## config.mk

```make
export PLATFORM = sky130hd
export DESIGN_NAME = control_command_sender_flat
export DESIGN_NICKNAME = d
export VERILOG_FILES = /design/src/rtl/control_command_sender_if.sv /design/src/rtl/control_command_sender.sv /design/src/flat_wrapper.sv
export SDC_FILE = /design/constraint.sdc
export NUM_CORES = 1
export LEC_CHECK = 0
export ABC_CLOCK_PERIOD_IN_PS = 7000
export CAP_MARGIN = 20
export CORE_ASPECT_RATIO = 0.8
export CORE_MARGIN = 4
export CORE_UTILIZATION = 55
export CTS_CLUSTER_DIAMETER = 150
export DETAILED_ROUTE_END_ITERATION = 16
export PLACE_DENSITY = 0.9
export SKIP_CTS_REPAIR_TIMING = 1
export SYNTH_ARGS = -nofsm -noshare
export SYNTH_HDL_FRONTEND = slang
export SYNTH_HIERARCHICAL = 1
export SYNTH_SLANG_ARGS = --single-unit
```

## constraint.sdc

```tcl
create_clock -name clk -period 7 [get_ports clk]
set_input_delay 1.4 -clock clk [delete_from_list [all_inputs] [get_ports clk]]
set_output_delay 1.4 -clock clk [all_outputs]
set_load 0.05 [all_outputs]
```

## src/rtl/control_command_sender_if.sv

```systemverilog
// Host-side bundle for control_command_sender: control command handshake plus
// status word reception controls and results.
interface control_command_sender_if #(
    parameter int CONTROL_SIZE = 40,
    parameter int WORD_SIZE    = 32,
    parameter int SIZE_WORD    = 3
);
    logic [CONTROL_SIZE-1:0] cmd_value;
    logic                    cmd_valid;
    logic                    cmd_ready;
    logic [SIZE_WORD-1:0]    status_bytes;
    logic [15:0]             frame_timeout;
    logic [WORD_SIZE-1:0]    status_word;
    logic                    status_valid;
    logic                    status_timeout_err;

    modport master (
        output cmd_value, cmd_valid, status_bytes, frame_timeout,
        input  cmd_ready, status_word, status_valid, status_timeout_err
    );

    modport slave (
        input  cmd_value, cmd_valid, status_bytes, frame_timeout,
        output cmd_ready, status_word, status_valid, status_timeout_err
    );
endinterface

```

## src/rtl/control_command_sender.sv

```systemverilog
// Ground-side status/control link: frames 40-bit control values as nibble
// characters over UART and reassembles LSB-first status words from received bytes.
module control_command_sender #(
    parameter int WORD_SIZE    = 32,
    parameter int CONTROL_SIZE = 40,
    parameter int SIZE_WORD    = 3,
    parameter int DATA_WIDTH   = 8,
    parameter int SYMBOL_WIDTH = 4,
    parameter logic [DATA_WIDTH-1:0] SYMBOL_PREFIX    = 8'h30,
    parameter logic [DATA_WIDTH-1:0] ESCAPE_CHARACTER = 8'h0D,
    parameter logic [DATA_WIDTH-1:0] CLEAN_CHARACTER  = 8'h20
) (
    input  logic                      clk,
    input  logic                      rst,
    input  logic [15:0]               prescale,
    control_command_sender_if.slave   bus,
    output logic [3:0]                uart_status,
    input  logic                      rxd,
    output logic                      txd
);
    localparam int NIBBLES = CONTROL_SIZE / SYMBOL_WIDTH;
    localparam int CW      = $clog2(NIBBLES + 1);

    typedef enum logic [1:0] {IDLE, CLEAN, NIBBLE, TERM} tx_state_t;

    tx_state_t               state;
    logic [CONTROL_SIZE-1:0] shreg;
    logic [CW-1:0]           nib_cnt;
    logic [DATA_WIDTH-1:0]   tx_data;
    logic                    tx_valid;
    logic                    tx_ready;
    logic                    cmd_ready_r;

    logic [DATA_WIDTH-1:0]   rx_data;
    logic                    rx_valid;
    logic                    rx_busy, tx_busy, rx_overrun_error, rx_frame_error;

    logic [WORD_SIZE-1:0]    acc;
    logic [WORD_SIZE-1:0]    acc_next;
    logic [SIZE_WORD-1:0]    idx;
    logic [SIZE_WORD-1:0]    eff_bytes;
    logic [15:0]             gap;
    logic [WORD_SIZE-1:0]    status_word_r;
    logic                    status_valid_r;
    logic                    status_timeout_err_r;

    uart #(.DATA_WIDTH(DATA_WIDTH)) u_uart (
        .clk              (clk),
        .rst              (rst),
        .s_axis_tdata     (tx_data),
        .s_axis_tvalid    (tx_valid),
        .s_axis_tready    (tx_ready),
        .m_axis_tdata     (rx_data),
        .m_axis_tvalid    (rx_valid),
        .m_axis_tready    (1'b1),
        .rxd              (rxd),
        .txd              (txd),
        .tx_busy          (tx_busy),
        .rx_busy          (rx_busy),
        .rx_overrun_error (rx_overrun_error),
        .rx_frame_error   (rx_frame_error),
        .prescale         (prescale)
    );

    assign uart_status            = {rx_frame_error, rx_overrun_error, rx_busy, tx_busy};
    assign bus.cmd_ready          = cmd_ready_r;
    assign bus.status_word        = status_word_r;
    assign bus.status_valid       = status_valid_r;
    assign bus.status_timeout_err = status_timeout_err_r;

    // Each character is held on the UART input until accepted; the state moves on the handshake.
    always_ff @(posedge clk or posedge rst) begin
        if (rst) begin
            state       <= IDLE;
            shreg       <= '0;
            nib_cnt     <= '0;
            tx_data     <= '0;
            tx_valid    <= 1'b0;
            cmd_ready_r <= 1'b0;
        end else begin
            case (state)
                IDLE: begin
                    if (bus.cmd_valid && cmd_ready_r) begin
                        shreg       <= bus.cmd_value;
                        nib_cnt     <= CW'(NIBBLES);
                        tx_data     <= CLEAN_CHARACTER;
                        tx_valid    <= 1'b1;
                        cmd_ready_r <= 1'b0;
                        state       <= CLEAN;
                    end else begin
                        cmd_ready_r <= 1'b1;
                    end
                end
                CLEAN, NIBBLE: begin
                    if (tx_ready) begin
                        if (nib_cnt != '0) begin
                            tx_data <= SYMBOL_PREFIX |
                                       DATA_WIDTH'(shreg[CONTROL_SIZE-1 -: SYMBOL_WIDTH]);
                            shreg   <= shreg << SYMBOL_WIDTH;
                            nib_cnt <= nib_cnt - 1'b1;
                            state   <= NIBBLE;
                        end else begin
                            tx_data <= ESCAPE_CHARACTER;
                            state   <= TERM;
                        end
                    end
                end
                TERM: begin
                    if (tx_ready) begin
                        tx_valid    <= 1'b0;
                        cmd_ready_r <= 1'b1;
                        state       <= IDLE;
                    end
                end
                default: state <= IDLE;
            endcase
        end
    end

    always_comb begin
        eff_bytes = (bus.status_bytes > SIZE_WORD'(4)) ? SIZE_WORD'(4) : bus.status_bytes;
        acc_next  = acc | (WORD_SIZE'(rx_data) << {idx, 3'b000});
    end

    // A byte landing on the timeout cycle takes priority over the timeout.
    always_ff @(posedge clk or posedge rst) begin
        if (rst) begin
            acc                  <= '0;
            idx                  <= '0;
            gap                  <= '0;
            status_word_r        <= '0;
            status_valid_r       <= 1'b0;
            status_timeout_err_r <= 1'b0;
        end else begin
            status_valid_r       <= 1'b0;
            status_timeout_err_r <= 1'b0;
            if (rx_valid) begin
                gap <= '0;
                if (eff_bytes != '0) begin
                    if ((idx + 1'b1) >= eff_bytes) begin
                        status_word_r  <= acc_next;
                        status_valid_r <= 1'b1;
                        acc            <= '0;
                        idx            <= '0;
                    end else begin
                        acc <= acc_next;
                        idx <= idx + 1'b1;
                    end
                end
            end else if (idx != '0) begin
                if (bus.frame_timeout != 16'd0 && gap == bus.frame_timeout) begin
                    acc                  <= '0;
                    idx                  <= '0;
                    gap                  <= '0;
                    status_timeout_err_r <= 1'b1;
                end else begin
                    gap <= gap + 16'd1;
                end
            end
        end
    end
endmodule

// 8N1 UART; one bit lasts prescale*8 clock cycles. Receiver samples mid-bit.
module uart #(
    parameter int DATA_WIDTH = 8
) (
    input  logic                  clk,
    input  logic                  rst,
    input  logic [DATA_WIDTH-1:0] s_axis_tdata,
    input  logic                  s_axis_tvalid,
    output logic                  s_axis_tready,
    output logic [DATA_WIDTH-1:0] m_axis_tdata,
    output logic                  m_axis_tvalid,
    input  logic                  m_axis_tready,
    input  logic                  rxd,
    output logic                  txd,
    output logic                  tx_busy,
    output logic                  rx_busy,
    output logic                  rx_overrun_error,
    output logic                  rx_frame_error,
    input  logic [15:0]           prescale
);
    logic [18:0]           bit_period, half_period;
    logic [DATA_WIDTH:0]   tx_shreg;
    logic [18:0]           tx_cnt;
    logic [3:0]            tx_bits;
    logic                  rxd_s1, rxd_s2;
    logic [18:0]           rx_cnt;
    logic [3:0]            rx_bits;
    logic [DATA_WIDTH-1:0] rx_shreg;

    assign bit_period    = {prescale, 3'b000};
    assign half_period   = {1'b0, prescale, 2'b00};
    assign s_axis_tready = !tx_busy;

    // Start bit goes out on load; the shifter then emits data LSB first and the stop bit.
    always_ff @(posedge clk or posedge rst) begin
        if (rst) begin
            txd      <= 1'b1;
            tx_busy  <= 1'b0;
            tx_shreg <= '0;
            tx_cnt   <= '0;
            tx_bits  <= '0;
        end else if (!tx_busy) begin
            if (s_axis_tvalid) begin
                tx_busy  <= 1'b1;
                txd      <= 1'b0;
                tx_shreg <= {1'b1, s_axis_tdata};
                tx_cnt   <= bit_period - 19'd1;
                tx_bits  <= 4'(DATA_WIDTH + 1);
            end
        end else if (tx_cnt != '0) begin
            tx_cnt <= tx_cnt - 19'd1;
        end else if (tx_bits != '0) begin
            txd      <= tx_shreg[0];
            tx_shreg <= tx_shreg >> 1;
            tx_bits  <= tx_bits - 4'd1;
            tx_cnt   <= bit_period - 19'd1;
        end else begin
            tx_busy <= 1'b0;
        end
    end

    always_ff @(posedge clk or posedge rst) begin
        if (rst) begin
            rxd_s1           <= 1'b1;
            rxd_s2           <= 1'b1;
            rx_busy          <= 1'b0;
            rx_cnt           <= '0;
            rx_bits          <= '0;
            rx_shreg         <= '0;
            m_axis_tdata     <= '0;
            m_axis_tvalid    <= 1'b0;
            rx_overrun_error <= 1'b0;
            rx_frame_error   <= 1'b0;
        end else begin
            rxd_s1           <= rxd;
            rxd_s2           <= rxd_s1;
            rx_overrun_error <= 1'b0;
            rx_frame_error   <= 1'b0;
            if (m_axis_tvalid && m_axis_tready) begin
                m_axis_tvalid <= 1'b0;
            end
            if (!rx_busy) begin
                if (!rxd_s2) begin
                    rx_busy <= 1'b1;
                    rx_cnt  <= half_period - 19'd1;
                    rx_bits <= 4'(DATA_WIDTH + 2);
                end
            end else if (rx_cnt != '0) begin
                rx_cnt <= rx_cnt - 19'd1;
            end else if (rx_bits == 4'(DATA_WIDTH + 2)) begin
                if (rxd_s2) begin
                    rx_busy <= 1'b0;
                end else begin
                    rx_bits <= rx_bits - 4'd1;
                    rx_cnt  <= bit_period - 19'd1;
                end
            end else if (rx_bits > 4'd1) begin
                rx_shreg <= {rxd_s2, rx_shreg[DATA_WIDTH-1:1]};
                rx_bits  <= rx_bits - 4'd1;
                rx_cnt   <= bit_period - 19'd1;
            end else begin
                rx_busy <= 1'b0;
                if (rxd_s2) begin
                    m_axis_tdata     <= rx_shreg;
                    m_axis_tvalid    <= 1'b1;
                    rx_overrun_error <= m_axis_tvalid && !m_axis_tready;
                end else begin
                    rx_frame_error <= 1'b1;
                end
            end
        end
    end
endmodule

```

## src/flat_wrapper.sv

```systemverilog
// flat-port wrapper written by rule: the top's interface ports become plain ports
module control_command_sender_flat 
#(
    parameter int WORD_SIZE    = 32,
    parameter int CONTROL_SIZE = 40,
    parameter int SIZE_WORD    = 3,
    parameter int DATA_WIDTH   = 8,
    parameter int SYMBOL_WIDTH = 4,
    parameter logic [DATA_WIDTH-1:0] SYMBOL_PREFIX    = 8'h30,
    parameter logic [DATA_WIDTH-1:0] ESCAPE_CHARACTER = 8'h0D,
    parameter logic [DATA_WIDTH-1:0] CLEAN_CHARACTER  = 8'h20
)
  (clk, rst, prescale, uart_status, rxd, txd, bus_cmd_value, bus_cmd_valid, bus_status_bytes, bus_frame_timeout, bus_cmd_ready, bus_status_word, bus_status_valid, bus_status_timeout_err);
  control_command_sender_if #(.CONTROL_SIZE(CONTROL_SIZE), .WORD_SIZE(WORD_SIZE), .SIZE_WORD(SIZE_WORD)) bus_i ();
  input  logic clk;
  input  logic rst;
  input  logic [15:0] prescale;
  output logic [3:0] uart_status;
  input  logic rxd;
  output logic txd;
  input wire logic [$bits(bus_i.cmd_value)-1:0] bus_cmd_value;
  input wire logic [$bits(bus_i.cmd_valid)-1:0] bus_cmd_valid;
  input wire logic [$bits(bus_i.status_bytes)-1:0] bus_status_bytes;
  input wire logic [$bits(bus_i.frame_timeout)-1:0] bus_frame_timeout;
  output wire logic [$bits(bus_i.cmd_ready)-1:0] bus_cmd_ready;
  output wire logic [$bits(bus_i.status_word)-1:0] bus_status_word;
  output wire logic [$bits(bus_i.status_valid)-1:0] bus_status_valid;
  output wire logic [$bits(bus_i.status_timeout_err)-1:0] bus_status_timeout_err;
  assign bus_i.cmd_value = bus_cmd_value;
  assign bus_i.cmd_valid = bus_cmd_valid;
  assign bus_i.status_bytes = bus_status_bytes;
  assign bus_i.frame_timeout = bus_frame_timeout;
  assign bus_cmd_ready = bus_i.cmd_ready;
  assign bus_status_word = bus_i.status_word;
  assign bus_status_valid = bus_i.status_valid;
  assign bus_status_timeout_err = bus_i.status_timeout_err;
  control_command_sender #(.WORD_SIZE(WORD_SIZE), .CONTROL_SIZE(CONTROL_SIZE), .SIZE_WORD(SIZE_WORD), .DATA_WIDTH(DATA_WIDTH), .SYMBOL_WIDTH(SYMBOL_WIDTH), .SYMBOL_PREFIX(SYMBOL_PREFIX), .ESCAPE_CHARACTER(ESCAPE_CHARACTER), .CLEAN_CHARACTER(CLEAN_CHARACTER)) u_core (.clk(clk), .rst(rst), .prescale(prescale), .bus(bus_i), .uart_status(uart_status), .rxd(rxd), .txd(txd));
endmodule
```

# Word level (Yosys, flattened, before mapping)
# Cells that the tools add are included.
dict set report word_totals {
  in_bits 79
  ff_bits 219
}
dict set report classes {
  bitwise 4
  mux 89
  order_cmp 3
  n_addsub 9
  n_eq_ne 18
  n_shift 1
  reduce_logical 29
}
# operator n
set ops {}
lappend ops {{19-bit 2-to-1 mux} 10}
lappend ops {{32-bit 2-to-1 mux} 5}
lappend ops {{40-bit 2-to-1 mux} 3}
lappend ops {{40-bit case mux with 2 select lines} 1}
lappend ops {{19-bit by 1-bit subtractor with 19-bit output (second input constant)} 3}
lappend ops {{4-bit 2-to-1 mux} 13}
lappend ops {{16-bit 2-to-1 mux} 3}
lappend ops {{19-bit nonzero test} 2}
lappend ops {{9-bit 2-to-1 mux} 4}
lappend ops {{1-bit 2-to-1 mux} 33}
lappend ops {{32-bit OR} 1}
lappend ops {{8-bit by 6-bit << shifter with 32-bit output} 1}
lappend ops {{3-bit AND reduction} 7}
lappend ops {{18-bit by 1-bit subtractor with 19-bit output (second input constant)} 1}
lappend ops {{3-bit 2-to-1 mux} 6}
lappend ops {{16-bit by 1-bit adder with 16-bit output (second input constant)} 1}
lappend ops {{16-bit == test} 1}
lappend ops {{8-bit 2-to-1 mux} 2}
lappend ops {{8-bit case mux with 2 select lines} 1}
lappend ops {{16-bit nonzero test} 1}
lappend ops {{4-bit AND reduction} 3}
lappend ops {{4-bit by 1-bit subtractor with 4-bit output (second input constant)} 3}
lappend ops {{2-bit inequality test (second input constant)} 5}
lappend ops {{2-bit nonzero test} 5}
lappend ops {{24 further kinds} 38}

# Logic depth before layout (Yosys ltp)
dict set report logic_depth {
  ltp_word 6
  mapped_depth 10
}

# Cells and area by module
# The synthesis kept the hierarchy.
# mod cells_per_inst instances area_each_um2
set by_module_without_submodules {}
lappend by_module_without_submodules {control_command_sender 694 1 7055.5}
lappend by_module_without_submodules {uart 497 1 4668.2}

# Worst setup path after synthesis
# OpenSTA, ideal clock, no wires.
dict set report synth_path {
  path_type {input port to flip-flop}
  start {in prescale[0]}
  end {reg u_core.u_uart.rx_cnt[17]}
  t_arrival_ns 3.002
  setup_slack_ns 3.877
  cell_stages 8
  path_buffers 0
  path_cell_list {inv_1 ha_1 or4b_1 nor4_2 xor2_1 o211ai_1 o21ai_0 o22a_1}
}
dict set report synth_between {
  elab_chain_len 5
}
# element line
set synth_rtl {}
lappend synth_rtl {{from (decl)} flat_wrapper.sv:17} ;# input logic [15:0] prescale;
lappend synth_rtl {{19-bit by 1-bit subtractor with 19-bit output} {control_command_sender.sv:258, control_command_sender.sv:263}}
lappend synth_rtl {{19-bit 2-to-1 mux, on equally long branches} {control_command_sender.sv:260, control_command_sender.sv:254}}
lappend synth_rtl {{19-bit 2-to-1 mux} control_command_sender.sv:253} ;# end else if (rx_bits == 4'(DATA_WIDTH + 2)) begin
lappend synth_rtl {{19-bit 2-to-1 mux} control_command_sender.sv:251} ;# end else if (rx_cnt != '0) begin
lappend synth_rtl {{19-bit 2-to-1 mux *} control_command_sender.sv:245} ;# if (!rx_busy) begin
lappend synth_rtl {{to (signal assigned)} control_command_sender.sv:248} ;# rx_cnt <= half_period - 19'd1;
lappend synth_rtl {{to (signal assigned)} control_command_sender.sv:252} ;# rx_cnt <= rx_cnt - 19'd1;
lappend synth_rtl {{to (signal assigned)} control_command_sender.sv:263} ;# rx_cnt <= bit_period - 19'd1;
lappend synth_rtl {{to (decl)} control_command_sender.sv:189} ;# logic [18:0] rx_cnt;
# Mark *: on every way between the ends. The rest lies on a longest branch, timed or not. The select of a mux whose other input is x is not followed.
# A chain may end at the register's enable or synchronous reset.

# Worst setup path after layout
dict set report layout_path {
  start {reg u_core.u_uart.rx_busy}
  end {out uart_status[1]}
}
# element line
set layout_rtl {}
lappend layout_rtl {{from (decl)} control_command_sender.sv:179} ;# output logic rx_busy,
lappend layout_rtl {{from (signal assigned)} control_command_sender.sv:229} ;# rx_busy <= 1'b0;
lappend layout_rtl {{from (signal assigned)} control_command_sender.sv:247} ;# rx_busy <= 1'b1;
lappend layout_rtl {{from (signal assigned)} control_command_sender.sv:255} ;# rx_busy <= 1'b0;
lappend layout_rtl {{to (decl)} flat_wrapper.sv:18} ;# output logic [3:0] uart_status;
# No word-level cell between the ends.

==> summary.md <==
| Metric | Value |
|---|---|
| Initial antenna violation count | `0` |
| Synthesized netlist cell count | `1191` |
| Synth cell types | `86` |
| Post-layout nets | `1361` |
| Antenna fix cells | `0` |
| Vias in the first global route | `9250` |
| Drt total wl | `27900 um` |
| Number of synthesized flops with an enable pin | `0` |
| GRT overflow | `0` |
| Area added between synthesis and finish | `16.3%` |
| Vias per inst | `6.27` |
| Crit path largest cell delay | `0.95 ns` |
| Worst hold path startpoint | `u_core/u_uart/rxd_s1` |
| Crit path DAT | `2.38 ns` |
| Initial Util | `56.3%` |
| Max_slew headroom | `41.5%` |
| Sequential area share after synthesis | `46.6%` |
| Synth Area per Inst | `9.84 um2` |
| Detailed-route wire length per cell | `18.0 um` |
| Mapped Area | `0.0117 mm2` |
| Antenna Nets Post-Route | `0` |
| Placer Congestion | `0.941` |
| Buf/Inv on CP | `1` |
| Drt pass-1 iters | `5` |
| Result of the run | `finished, final reports clean` |
| Minimum clock period | `3.78 ns` |
| Deepest clock path buffer count | `3` |
| Hold Path Class | `flip-flop to flip-flop` |
| Leak | `5.95 nW` |
| Yosys warns | `6` |
| Share of cells above drive strength 1 | `9.85%` |
| I/O pins | `119` |
| Slowest-stage cell, CP | `clkdlybuf4s50_1` |
| Worst Tran Pin Value | `0.877 ns` |
| Fmax | `264 MHz` |
| Clock root buffer | `clkbuf_16` |
| Setup crit end kind | `output pin` |
| RSZ-0062 raised after global routing | `false` |
| Pin count of the biggest net entering global routing | `82` |
| Primary FF master, synth | `dfrtp_1` |
| Worst-path cell chain | `clkdlybuf4s50_1` |
| CP delay by family, top | `buffers and inverters` |
| Clock latency on the worst-skew pair | `0.52 ns` |
| CTS sink count | `218` |
| Synthesized flop and latch total | `218` |
| CP Launch Type | `flip-flop` |
| CP required | `5.60 ns` |
| Most common cell after layout, fill and taps aside | `dfrtp_1` |
| Drt first-iter violations | `1159` |
| FF-to-FF Start | `u_core/u_uart/rx_busy` |
| CP Launch Point | `u_core/u_uart/rx_busy` |
| Max cap viols | `0` |
| Final period util | `54.0%` |
| Setup Crit Path Kind | `flip-flop to output pin` |
| CTS tree | `yes` |
| HPWL Detailed | `18600 um` |
| Fin. Hold Viols | `0` |
| Die area | `0.0237 mm2` |
| Commonest non-fill, non-tap cells in the layout | `215 x dfrtp_1, 118 x clkdlybuf4s50_1, 115 x o21ai_0` |
| H-tree Lvls | `1` |
| PD cells | `277 mW/mm2` |
| Port buffer count | `118` |
| VDD IR max | `0.309 mV` |
| DRC | `0` |
| Final Setup Violations | `0` |
| Clock-pin slew on the worst setup and hold paths | `0.07 ns` |
| TNS Setup | `0 ns` |
| Fin Clk Skew | `0.0346 ns` |
| Placeable core region | `0.0208 mm2` |
| Via Count | `9705` |
| Final Max Tran Viols | `0` |
| Total CTS buffers | `23` |
| # rows | `47` |
| Placed Cells | `1505` |
| GRT Total Usage | `22.8%` |
| First-pass GRT wire length | `46200 um` |
| Die Y | `139 um` |
| Die width | `171 um` |
| Final std cells w/o fill | `1548` |
| Ys async rst share | `100%` |
| CP Max Fanout | `28` |
-- path summary, 6_finish.rpt --
path                       slack [ns]  cells after the start                  endpoint
hold reg to reg                  0.37                      0      u_core/u_uart/rxd_s2
setup / recovery                 3.22                      1            uart_status[1]
max in group asynchronous        4.23                      3             u_core/acc[2]
hold / removal                   0.37                      0      u_core/u_uart/rxd_s2
min in group asynchronous        1.32                      3  u_core/u_uart/rx_cnt[14]
setup reg to reg                 3.42                      7   u_core/u_uart/rx_cnt[4]
-- synth_stat cells, drive strengths merged (20+ instances only) --
| cell type | n | share of area, % |
|---|---|---|
| nor3 | 29 | 1.6 |
| nand2 | 102 | 3.3 |
| a31oi | 38 | 2.0 |
| xnor2 | 33 | 2.5 |
| nand3 | 27 | 1.2 |
| mux2i | 42 | 3.6 |
| o31ai | 35 | 2.2 |
| a21oi | 59 | 2.5 |
| inv | 32 | 1.0 |
| dfrtp | 215 | 46 |
| a22oi | 37 | 2.5 |
| nand4 | 41 | 2.2 |
| o21ai | 116 | 5.0 |
| nor4 | 20 | 1.3 |
| clkbuf | 34 | 1.2 |
| nor2 | 68 | 2.4 |
| buf | 54 | 3.7 |
-- sequential cells by signal (all words and copies together) (netlist names), 9 cells and up --
register,count
u_core/u_uart/tx_shreg,9
u_core/u_uart/tx_cnt,19
u_core/acc,32
u_core/bus.status_word,32
u_core/shreg,40
u_core/gap,16
u_core/u_uart/rx_cnt,19
-- final cells by class --
type	instances	area, um2
clock buffers	36	704
clock inverters	5	31.3
inverters	33	130
flip-flops and latches	218	5460
fillers	1624	7190
well taps	269	337
repair buffers	134	1340
multi-input cells	853	5630
-- through the flow --
step	cell area [um2]	util (%)	hold WS [ns]	setup WS, ns	total power, mW
final	13600	65.5	0.373	3.22	3.77
after global routing	13600	65.5	0.375	3.14	3.99
after CTS	13600	65.2	0.373	3.20	3.79
after detailed placement	12800	61.7	0.367	3.02	2.60
after global placement	12800	61.6	0.368	3.09	2.54
after floorplan	11700	-	0.345	1.88	2.35
-- layer usage --
| layer | wire length [um] | track usage [%] | up-vias |
|---|---|---|---|
| li1 | - | - | 4537 |
| met1 | 12200 | 33.2 | 4712 |
| met2 | 13000 | 35.5 | 424 |
| met3 | 2400 | 4.87 | 32 |
| met4 | 347 | 5.04 | 0 |
| met5 | 0 | 0 | - |
-- power by group --
part	leakage, nW	internal, mW	switching, mW
clock	0.363	0.689	0.488
sequential	2.82	1.48	0.198
combinational	2.78	0.382	0.537
-- cell families (layout without fill, tap and decap cells) --
family | Yosys count | after routing | share of synthesized area, %
buffers and inverters | 121 | 208 | 5.94
flip-flops | 218 | 218 | 46.6
multiplexers | 61 | 61 | 5.41
other | 2 | 3 | 0.0641
AND/OR/NAND/NOR | 359 | 359 | 16.4
adder cells (fa/ha/maj) | 19 | 19 | 2.03
AO/OA/AOI/OAI | 360 | 360 | 19.8
XOR/XNOR | 51 | 51 | 3.81
(Power assumes the default switching activity.)
